==> src/rtl/karatsuba_pkg.sv <==
// Shared types and constants for the Karatsuba multiplier datapath and its accumulator back end.
package karatsuba_pkg;

   localparam int unsigned PROD_W    = 16;
   localparam int unsigned DEF_COUNT = 4;
   localparam int unsigned DEF_ACC_W = 24;

   typedef enum logic [1:0] {
      ST_IDLE  = 2'd0,
      ST_ACCUM = 2'd1,
      ST_HOLD  = 2'd2
   } acc_state_t;

endpackage : karatsuba_pkg

==> src/rtl/acc_adder.sv <==
// Unsigned ACC_W-bit + PROD_W-bit adder with carry-out, purely combinational.
module acc_adder
   import karatsuba_pkg::*;
#(
   parameter int unsigned ACC_W = DEF_ACC_W
) (
   input  logic [ACC_W-1:0]  acc,
   input  logic [PROD_W-1:0] addend,
   output logic [ACC_W-1:0]  sum_c,
   output logic              carry_c
);

   localparam int unsigned SUM_W = ACC_W + 1;

   logic [SUM_W-1:0] total;

   assign total   = SUM_W'(acc) + SUM_W'(addend);
   assign sum_c   = total[ACC_W-1:0];
   assign carry_c = total[ACC_W];

endmodule : acc_adder

==> src/rtl/karatsuba_accumulator.sv <==
// Sums batches of COUNT unsigned products and presents each batch sum with a sticky overflow flag.
module karatsuba_accumulator
   import karatsuba_pkg::*;
#(
   parameter int unsigned COUNT = DEF_COUNT,
   parameter int unsigned ACC_W = DEF_ACC_W
) (
   input  logic              clock,
   input  logic              reset,
   input  logic              clear,
   input  logic [PROD_W-1:0] prod,
   input  logic              prod_valid,
   output logic              prod_ready,
   output logic [ACC_W-1:0]  sum,
   output logic              sum_valid,
   input  logic              sum_ready,
   output logic              sum_overflow,
   output logic              busy
);

   localparam int unsigned CNT_W = $clog2(COUNT + 1);

   acc_state_t       state, state_nxt;
   logic [ACC_W-1:0] acc, acc_nxt;
   logic [CNT_W-1:0] cnt, cnt_nxt;
   logic             ovf, ovf_nxt;
   logic             accept;
   logic [ACC_W-1:0] add_sum;
   logic             add_carry;

   acc_adder #(
      .ACC_W (ACC_W)
   ) u_acc_adder (
      .acc     (acc),
      .addend  (prod),
      .sum_c   (add_sum),
      .carry_c (add_carry)
   );

   assign accept = prod_valid && (state != ST_HOLD);

   // Handshake flags decode straight from the state register, so no input reaches an output.
   assign prod_ready   = (state != ST_HOLD);
   assign sum_valid    = (state == ST_HOLD);
   assign busy         = (state != ST_IDLE);
   assign sum          = acc;
   assign sum_overflow = ovf;

   always_ff @(posedge clock or negedge reset) begin
      if (!reset) begin
         state <= ST_IDLE;
      end else begin
         state <= state_nxt;
      end
   end

   // Clear wins over any accept or sum handshake in the same cycle.
   always_comb begin
      state_nxt = state;
      acc_nxt   = acc;
      cnt_nxt   = cnt;
      ovf_nxt   = ovf;
      if (clear) begin
         state_nxt = ST_IDLE;
         acc_nxt   = '0;
         cnt_nxt   = '0;
         ovf_nxt   = 1'b0;
      end else begin
         case (state)
            ST_IDLE: begin
               if (accept) begin
                  acc_nxt   = ACC_W'(prod);
                  cnt_nxt   = CNT_W'(1);
                  ovf_nxt   = 1'b0;
                  state_nxt = (COUNT == 1) ? ST_HOLD : ST_ACCUM;
               end
            end
            ST_ACCUM: begin
               if (accept) begin
                  acc_nxt = add_sum;
                  ovf_nxt = ovf | add_carry;
                  cnt_nxt = cnt + CNT_W'(1);
                  if (cnt == CNT_W'(COUNT - 1)) begin
                     state_nxt = ST_HOLD;
                  end
               end
            end
            ST_HOLD: begin
               if (sum_ready) begin
                  state_nxt = ST_IDLE;
                  acc_nxt   = '0;
                  cnt_nxt   = '0;
                  ovf_nxt   = 1'b0;
               end
            end
            default: begin
               state_nxt = ST_IDLE;
               acc_nxt   = '0;
               cnt_nxt   = '0;
               ovf_nxt   = 1'b0;
            end
         endcase
      end
   end

   always_ff @(posedge clock or negedge reset) begin
      if (!reset) begin
         acc <= '0;
         cnt <= '0;
         ovf <= 1'b0;
      end else begin
         acc <= acc_nxt;
         cnt <= cnt_nxt;
         ovf <= ovf_nxt;
      end
   end

endmodule : karatsuba_accumulator

==> config.mk <==
export PLATFORM = sky130hd
export DESIGN_NAME = karatsuba_accumulator
export DESIGN_NICKNAME = d
export VERILOG_FILES = /design/src/rtl/karatsuba_pkg.sv /design/src/rtl/acc_adder.sv /design/src/rtl/karatsuba_accumulator.sv
export SDC_FILE = /design/constraint.sdc
export NUM_CORES = 1
export LEC_CHECK = 0
export ABC_AREA = 1
export CAP_MARGIN = 30
export CORE_MARGIN = 10
export CORE_UTILIZATION = 25
export CTS_CLUSTER_DIAMETER = 150
export DETAILED_ROUTE_END_ITERATION = 12
export GPL_TIMING_DRIVEN = 1
export MAX_ROUTING_LAYER = met4
export SLEW_MARGIN = 20
export SYNTH_ARGS = -nofsm -noshare
export SYNTH_HDL_FRONTEND = slang
export SYNTH_HIERARCHICAL = 1
export SYNTH_SLANG_ARGS = --single-unit
==> constraint.sdc <==
create_clock -name clock -period 4.62 [get_ports clock]
set_input_delay 1.155 -clock clock [delete_from_list [all_inputs] [get_ports clock]]
set_output_delay 1.155 -clock clock [all_outputs]
set_load 0.005 [all_outputs]
=== Yosys cells after proc, flatten, opt, wreduce, memory -nomap -nowiden ===
Index checks and enable logic that the tools add are counted.

* Bits in registers: 30
* Input port bits: 21
* Word-level logic and storage cells: 41

* $add $sub $neg: 2
* Equal/unequal tests: 8
* Muxes and demuxes: 21
* Bitwise logic cells: 1
* Reduce and logical (&&, ||, !) cells: 5

{| class="wikitable"
|+ Operators by type and width
! kind !! number
|-
| 2-to-1 mux 24 bit || 4
|-
| case mux 24 bit (3 select lines) || 1
|-
| adder 24 x 16 -> 25 bit || 1
|-
| 2-to-1 mux 3 bit || 4
|-
| 2-to-1 mux 2 bit || 5
|-
| inequality test 3 bit (second input constant) || 3
|-
| case mux 3 bit (3 select lines) || 1
|-
| case mux 2 bit (3 select lines) || 1
|-
| 2-to-1 mux 1 bit || 4
|-
| AND reduction 4 bit || 1
|-
| adder 3 x 1 -> 3 bit (second input constant) || 1
|-
| equality test 3 x 2 -> 1 bit (second input constant) || 1
|-
| inequality test 3 x 2 -> 1 bit (second input constant) || 1
|-
| case mux 1 bit (3 select lines) || 1
|-
| AND reduction 3 bit || 1
|-
| equality test 2 x 1 -> 1 bit (second input constant) || 1
|-
| equality test 2 bit (second input constant) || 1
|-
| logical NOT 2 bit || 1
|-
| inequality test 2 bit (second input constant) || 1
|-
| nonzero test 2 bit || 1
|-
| logical AND 1 bit || 1
|-
| OR 1 bit || 1
|}

=== Depth between registers and ports, before layout ===
Gate-level depths: netlist of the first run.

* Word-level depth: 5
* Depth in mapped cells: 15
* Mapped depth without buffers: 15

=== Cells and area by module ===
Netlist of the first run, hierarchy kept.

{| class="wikitable"
|+ Modules (own cells, without submodules)
! module !! instances !! cells each !! area each (um^2)
|-
| karatsuba_accumulator || 1 || 205 || 1562.7
|-
| acc_adder || 1 || 296 || 1408.9
|}

=== Least setup slack after synthesis of the first run ===
OpenSTA, ideal clock, no wires.

* Path type: input to register
* Start point: input port prod[0]
* End point: register acc[12] (netlist: sum[12])
* Setup time: 77 ps
* Data arrival time: 2608 ps
* Data required time: 4543 ps
* Path slack: 1935 ps
* Stages on the path: 12
* Path buffers: 0
* Cells stage by stage: ha_1 > fa_1 > nand2_1 > nand2_1 > and2_1 > nand3_1 > nand3_1 > xor2_1 > nand3_1 > nand2_1 > inv_1 > o21ai_1

* Cells in the longest elaborated chain, start to end: 4

{| class="wikitable"
|+ RTL lines
! item !! line !! text
|-
| start: declaration || karatsuba_accumulator.sv:11 || <nowiki>input logic [PROD_W-1:0] prod,</nowiki>
|-
| adder 24 x 16 -> 25 bit || acc_adder.sv:17 || <nowiki>assign total = SUM_W'(acc) + SUM_W'(addend);</nowiki>
|-
| via add_sum[12] || karatsuba_accumulator.sv:28 || <nowiki>logic [ACC_W-1:0] add_sum;</nowiki>
|-
| 2-to-1 mux 24 bit || karatsuba_accumulator.sv:79 || <nowiki>if (accept) begin</nowiki>
|-
| case mux 24 bit (3 select lines) || karatsuba_accumulator.sv:69 || <nowiki>case (state)</nowiki>
|-
| 2-to-1 mux 24 bit || karatsuba_accumulator.sv:63 || <nowiki>if (clear) begin</nowiki>
|-
| end signal: assignment || karatsuba_accumulator.sv:112 || <nowiki>acc <= acc_nxt;</nowiki>
|-
| end: declaration || karatsuba_accumulator.sv:24 || <nowiki>logic [ACC_W-1:0] acc, acc_nxt;</nowiki>
|}

The timed path passes the listed nets, and every way through them passes these cells. The select of a mux whose other input is x is not followed.
A chain may end at the register's enable or synchronous reset.

=== Worst setup path in the final report of the first run ===
* Start point: register state[0]
* End point: output port busy

* Cells in the longest elaborated chain, start to end: 1

{| class="wikitable"
|+ RTL lines
! item !! line !! text
|-
| start: declaration || karatsuba_accumulator.sv:23 || <nowiki>acc_state_t state, state_nxt;</nowiki>
|-
| start signal: assignment || karatsuba_accumulator.sv:53 || <nowiki>state <= state_nxt;</nowiki>
|-
| nonzero test 2 bit || karatsuba_accumulator.sv:45 || <nowiki>assign busy = (state != ST_IDLE);</nowiki>
|-
| end: declaration || karatsuba_accumulator.sv:18 || <nowiki>output logic busy</nowiki>
|}

No other way between the ends.

==> impl_results.md, run 1 <==
- Min cycle time layout: 3.28 ns
- Hold_sp: cnt[2]
- Buffers on Ports: 48
- HPWL Detailed: 7050 µm
- RSZ-0062 raised after global routing: false
- DR iter-0 viols: 200
- Post-route cell area: 3710 µm²
- Die width: 129 µm
- Initial antenna violation count: 0
- Met3 global-route usage: 2.90%
- Global-route wire length before repair: 14700 µm
- Post-Syn Nets: 541
- Status: finished clean
- Hold-fix buffers, CTS: 0
- Syn Area/Cell: 5.93 µm²
- Final net count: 586
- Startpoint Class: flop
- Reg2reg end: sum[4]
- CTS Sinks: 30
- Grt met2 use: 17.6%
- Worst Hold Class: reg -> reg
- Synthesized cell area: 2970 µm²
- Most used DFF post-synth: dfrtp_1
- Hold Path Stages: 2
- R2R Setup Slk: 2.38 ns
- GRT Util Overall: 11.1%
- Top-count cell post-synth: nand2_1
- GRT busiest layer: met2
- Mapped Cells: 501
- Cell row count: 39
- Reg2reg start: state[1]
- Type of destination of the critical path: output port
- Area share of the largest cell type after synthesis: 27.2%
- Clk Latency, worst-skew pair: 0.28 ns
- Wire length per cell: 12.7 µm
- H-tree Lvls: 2
- Setup bufs post-CTS: 0
- Final wirelength: 8790 µm
- Num CTS Buffers: 5
- Worst Tran Pin Value: 0.896 ns
- Cell accounting for the most synthesized area: nand2_1
- Top post-synthesis cells by count: nand2_1, inv_1, nand3_1
- Total gr overflow: 0
- Number of global-route vias before repair: 2999
- Share of layout cells above drive strength 1: 4.02%
- Multi-input gate area: 1860 µm²
- CTS max path bufs: 2
- F_max: 305 MHz
- Data required, critical path: 3.46 ns
- Tcrit/Tclk final: 70.9%
- Root Driver: clkbuf_16
- Crit-path max FO: 22
- Area Overhead vs Synth: 24.8%
- Peak supply drop: 0.122 mV
- Vias per cell: 4.47
- # diodes: 0
- Pins over their slew limit: 0
- Sequential cell area: 751 µm²
- CP max stage delay: 0.71 ns
- Max_cap viols: 0
- Critical path arrival: 2.12 ns
- Worst-path clk slew: 0.05 ns
- Final Hold Viols: 0
- Gpl congestion: 0.949
- Post-synth EDFFs: 0
- Leakage: 1.95 nW
- Seq/Total Area, Yosys: 25.3%
- Post-CTS Resized: 0
- Setup TNS: 0 ns
- Met1 usage: 13.8%
- Yosys reg bits: 30
- Synth area leaders: nand2_1, dfrtp_1, inv_1, nand3_1, ha_1
- Unique masters post-synth: 28
- R2R depth: 6
- Post-DP Area: 3560 µm²
- Endpoints failing setup: 0
- Rel. slew slack: 40.3%
- Pwr/cell area: 322 nW/µm²
- DR DRC count: 0
- TritonCTS clock tree: done
- Slowest CP cell: dfrtp_1
- Via count: 3083
- Hold EP: cnt[2]
- Core area: 11500 µm²
- Fillcell total: 1310
- Initial Util: 25.8%
- Kind of critical path: reg -> out
- Antenna Nets Post-Route: 0
- Die Y: 129 µm
- First-pass detailed-route iteration total: 4
- Clock Skews: 0.00477 ns
- Die area: 16600 µm²
- Worst-path cell chain: nor2_4, inv_1, clkdlybuf4s50_1
- Pin count of the biggest net entering global routing: 42
- Asr flop ratio synth: 100%
- Yosys warns: 6
- # IOs: 49
-- critical path: cells and delay by family, from the launching register on --
kind | cells | cell delay (ns)
buffers and inverters | 2 | 0.56
DFF | 1 | 0.71
and+or+nand+nor | 1 | 0.57
-- cells in the final DEF (no fill, tap or decap), types with 8 or more instances in the layout --
cell type,n
a21oi_1,8
clkdlybuf4s50_1,48
dfrtp_1,30
ha_1,18
inv_1,72
nand2_1,215
nand3_1,49
nor2_1,35
o21ai_1,20
xor2_1,12
-- cells by family after synthesis --
family                   count (synthesis)  synth area share, %
adder cells (fa/ha/maj)                 19                 8.25
buffers and inverters                   86                 12.1
AO/OA/AOI/OAI                           30                 5.14
flip-flops                              30                 25.3
XOR/XNOR                                12                 3.54
AND/OR/NAND/NOR                        324                 45.7
-- through the flow --
stage | worst slack (ns) | hold slack (ns) | total power [mW] | std cells | utilization (%)
6_report | 1.34 | 0.500 | 1.19 | 690 | 32.2
5_1_grt | 1.21 | 0.546 | 1.30 | 690 | 32.2
4_1_cts | 1.30 | 0.506 | 1.21 | 690 | 32.2
3_5_place_dp | 1.19 | 0.492 | 0.869 | 682 | 30.9
3_3_place_gp | 1.25 | 0.478 | 0.867 | 682 | 30.9
2_1_floorplan | 1.94 | 0.459 | 0.688 | 501 | -
-- worst max-delay path by stage --
stage	start	to	cells past startpoint
floorplan	prod[0]	sum[12]	12
CTS	state[0]	busy	3
detailed placement	clear	sum[2]	7
global route	state[0]	busy	3
global placement	prod[0]	sum_overflow	15
finish	state[0]	busy	3
-- registers in the layout (all words and copies together) (netlist names) --
name	count
sum	24
state	2
cnt	3
sum_overflow	1
-- routing by layer --
layer	routed length, µm	share of wire [%]
met3	466	5.3
met2	3900	44
met4	105	1.2
met5	0	0
met1	4310	49
-- cell type report --
| class | instances | share of cell area (%) |
|---|---|---|
| clock buffer | 7 | 3.85 |
| clock inverter | 1 | 0.135 |
| inverter | 75 | 7.59 |
| multi-input combinational | 385 | 50.2 |
| sequential | 30 | 20.2 |
| tap | 143 | 4.83 |
| timing repair buffer | 49 | 13.2 |
-- report_power, final --
part	switching [mW]	total [mW]	internal, mW	leakage (nW)
Sequential	0.0454	0.340	0.295	0.401
Clock	0.120	0.333	0.213	0.0739
Combinational	0.306	0.521	0.215	1.47
Total	0.471	1.19	0.723	1.95
(Power assumes the default switching activity.)
==> inputs of run 2 (changes only) <==
==> constraint.sdc (replaced) <==
create_clock -name clock -period 3 [get_ports clock]
set_input_delay 0.75 -clock clock [delete_from_list [all_inputs] [get_ports clock]]
set_output_delay 0.75 -clock clock [all_outputs]
set_load 0.005 [all_outputs]
==> impl_results.md, run 2 (synthesized netlist as in run 1, its figures left out) <==
- Post-CTS Resized: 0 (unchanged)
- Hold-fix buffers, CTS: 0 (unchanged)
- Global-route wire length before repair: 15300 µm (+4.0%)
- Antenna Nets Post-Route: 0 (unchanged)
- Setup TNS: 0 ns (unchanged)
- Type of destination of the critical path: flop
- # diodes: 0 (unchanged)
- Worst Hold Class: reg -> reg
- Multi-input gate area: 1860 µm² (unchanged)
- # IOs: 49 (unchanged)
- Setup bufs post-CTS: 0 (unchanged)
- Num CTS Buffers: 5 (unchanged)
- Internal: 1.14 mW (+57%)
- H-tree Lvls: 2 (unchanged)
- Pins over their slew limit: 0 (unchanged)
- Net Sw Power: 0.738 mW (+57%)
- Met3 wire length: 397 µm (-15%)
- Worst-path clk slew: 0.05 ns (about the same)
- Pre-CTS setup slack: 0.122 ns (-1.07 ns)
- Reg2reg end: sum[14]
- Wire length per cell: 13.0 µm (+2.0%)
- Pin count of the biggest net entering global routing: 42 (unchanged)
- Status: finished clean
- Post-DP Area: 3610 µm² (+1.5%)
- Worst hold slack: 0.509 ns (+0.00903 ns)
- Final Util: 32.6% (+0.46 points)
- Vias per cell: 4.49 (+0.41%)
- Crit-path max FO: 4 (-82%)
- Die area: 16600 µm² (unchanged)
- Final WS setup: 0.397 ns (-0.946 ns)
- CTS max path bufs: 2 (unchanged)
- Hold_sp: cnt[2]
- Tcrit/Tclk final: 86.8%
- Met2 WL: 4140 µm (+6.0%)
- CTS Sinks: 30 (unchanged)
- TritonCTS clock tree: done
- Peak supply drop: 0.193 mV (+58%)
- GRT Util Overall: 11.5% (+0.31 points)
- DR DRC count: 0 (unchanged)
- Final net count: 593 (+1.2%)
- Leakage: 1.98 nW (+1.8%)
- Switching share of power: 39.4% (about the same)
- Clk Latency, worst-skew pair: 0.28 ns (about the same)
- Placed insts: 689 (+1.0%)
- Seq pwr share: 26.9% (-1.6 points)
- Hold EP: cnt[2]
- Routed met1 length: 4440 µm (+3.0%)
- Pwr Total: 1.87 mW (+57%)
- Gpl congestion: 0.947 (-0.18%)
- Final Hold Viols: 0 (unchanged)
- Final Non-Filler Cells: 697 (+1.0%)
- Comb pwr share: 45.1% (+1.5 points)
- Die Y: 129 µm (unchanged)
- Data required, critical path: 3.20 ns (-0.26 ns)
- Worst Tran Pin Value: 0.430 ns (-0.465 ns)
- Sequential cell area: 751 µm² (unchanged)
- Number of global-route vias before repair: 3142 (+4.8%)
- F_max: 384 MHz
- RSZ-0062 raised after global routing: false
- Startpoint Class: primary input
- Cell row count: 39 (unchanged)
- Fillcell total: 1269 (-3.1%)
- Die width: 129 µm (unchanged)
- R2R Setup Slk: 0.90 ns (-1.48 ns)
- Hold Path Stages: 2 (unchanged)
- Rel. slew slack: 71.3% (+31 points)
- Clock Skews: 0.00451 ns (-0.000257 ns)
- Endpoints failing setup: 0 (unchanged)
- Initial antenna violation count: 0 (unchanged)
- Max_cap viols: 0 (unchanged)
- Buf/Inv on CP: 2 (unchanged)
- Initial Util: 25.8% (unchanged)
- Area Overhead vs Synth: 26.5%
- Clock power frac: 27.9% (about the same)
- Core area: 11500 µm² (unchanged)
- Top Layer Used: met4
- Via count: 3127 (+1.4%)
- Critical path arrival: 2.80 ns (+0.68 ns)
- Total gr overflow: 0 (unchanged)
- Post-route cell area: 3760 µm² (+1.4%)
- CP dominant cell by count: nand2_1
- Share of layout cells above drive strength 1: 5.23% (+1.2 points)
- CP max stage delay: 0.44 ns (-0.27 ns)
- Pwr/cell area: 498 nW/µm² (+55%)
- Buffers on Ports: 48 (unchanged)
- Slowest CP cell: clkdlybuf4s50_1
- HPWL Detailed: 7160 µm (+1.5%)
- First-pass detailed-route iteration total: 7 (+3)
- R2R depth: 13 (+7)
- Most common cell after layout, fill and taps aside: nand2_1
- Kind of critical path: in -> reg
- Final wirelength: 9060 µm (+3.1%)
- Reg2reg start: sum[0]
- Worst-path cell chain: clkdlybuf4s50_1, ha_1, fa_1, nand2_1, nand2_1, nand3_1, nand2_1, nand3_1, nand3_1, nand2_1, nand3_1, nand2_1, inv_1, o21ai_1
- CP top delay family: simple AND/OR/NAND/NOR gates
- Commonest non-fill, non-tap cells in the layout: nand2_1, inv_1, nand3_1
- Min cycle time layout: 2.60 ns
- DR iter-0 viols: 181 (-9.5%)
- Max reg flops: 24 (unchanged)
- Root Driver: clkbuf_16
==> run 2: cell count changes in the layout (fill, tap and decap cells not counted) <==
| cell | delta |
|---|---|
| buf_4 | +7 |
==> run 2: worst max path at each step <==
| stage | startpoint | slack (ns) | endpoint | cells after the start |
|---|---|---|---|---|
| global route | prod[0] | 0.22 | sum[14] | 14 |
| global placement | prod[0] | 0.16 | sum[12] | 13 |
| detailed placement | prod[0] | 0.12 | sum_overflow | 15 |
| CTS | prod[0] | 0.41 | sum_overflow | 15 |
| finish | prod[0] | 0.40 | sum[14] | 14 |
| floorplan | prod[0] | 0.72 | sum[12] | 12 |
==> run 2: final cells by class <==
class | instances | area share (%)
sequential | 30 | 20.0
clock buffer | 7 | 3.79
inverter | 75 | 7.49
timing repair buffer | 56 | 14.4
clock inverter | 1 | 0.133
tap | 143 | 4.76
multi-input combinational | 385 | 49.5
==> run 2: power by group through the flow <==
stage / sequential, mW / clock (mW) / combinational [mW]
floorplan: 0.507 / 0 / 0.552
global placement: 0.510 / 0 / 0.845
detailed placement: 0.513 / 0 / 0.847
CTS: 0.506 / 0.534 / 0.852
global route: 0.515 / 0.551 / 0.964
finish: 0.504 / 0.523 / 0.846
==> run 2: layer usage <==
metal / global-route usage [%] / up-vias
li1: - / 1654
met1: 14.4 / 1403
met2: 18.4 / 62
met3: 2.53 / 8
met4: 2.74 / 0
met5: - / -
==> run 2: worst register-to-register path: stages (launching register included) <==
cell and delay (ns):
dfrtp_1 0.40, ha_1 0.26, fa_1 0.41, nand2_1 0.09
nand2_1 0.09, nand3_1 0.08, nand2_1 0.13, nand3_1 0.14
nand3_1 0.07, nand2_1 0.06, nand3_1 0.07, nand2_1 0.08
inv_1 0.03, o21ai_1 0.11
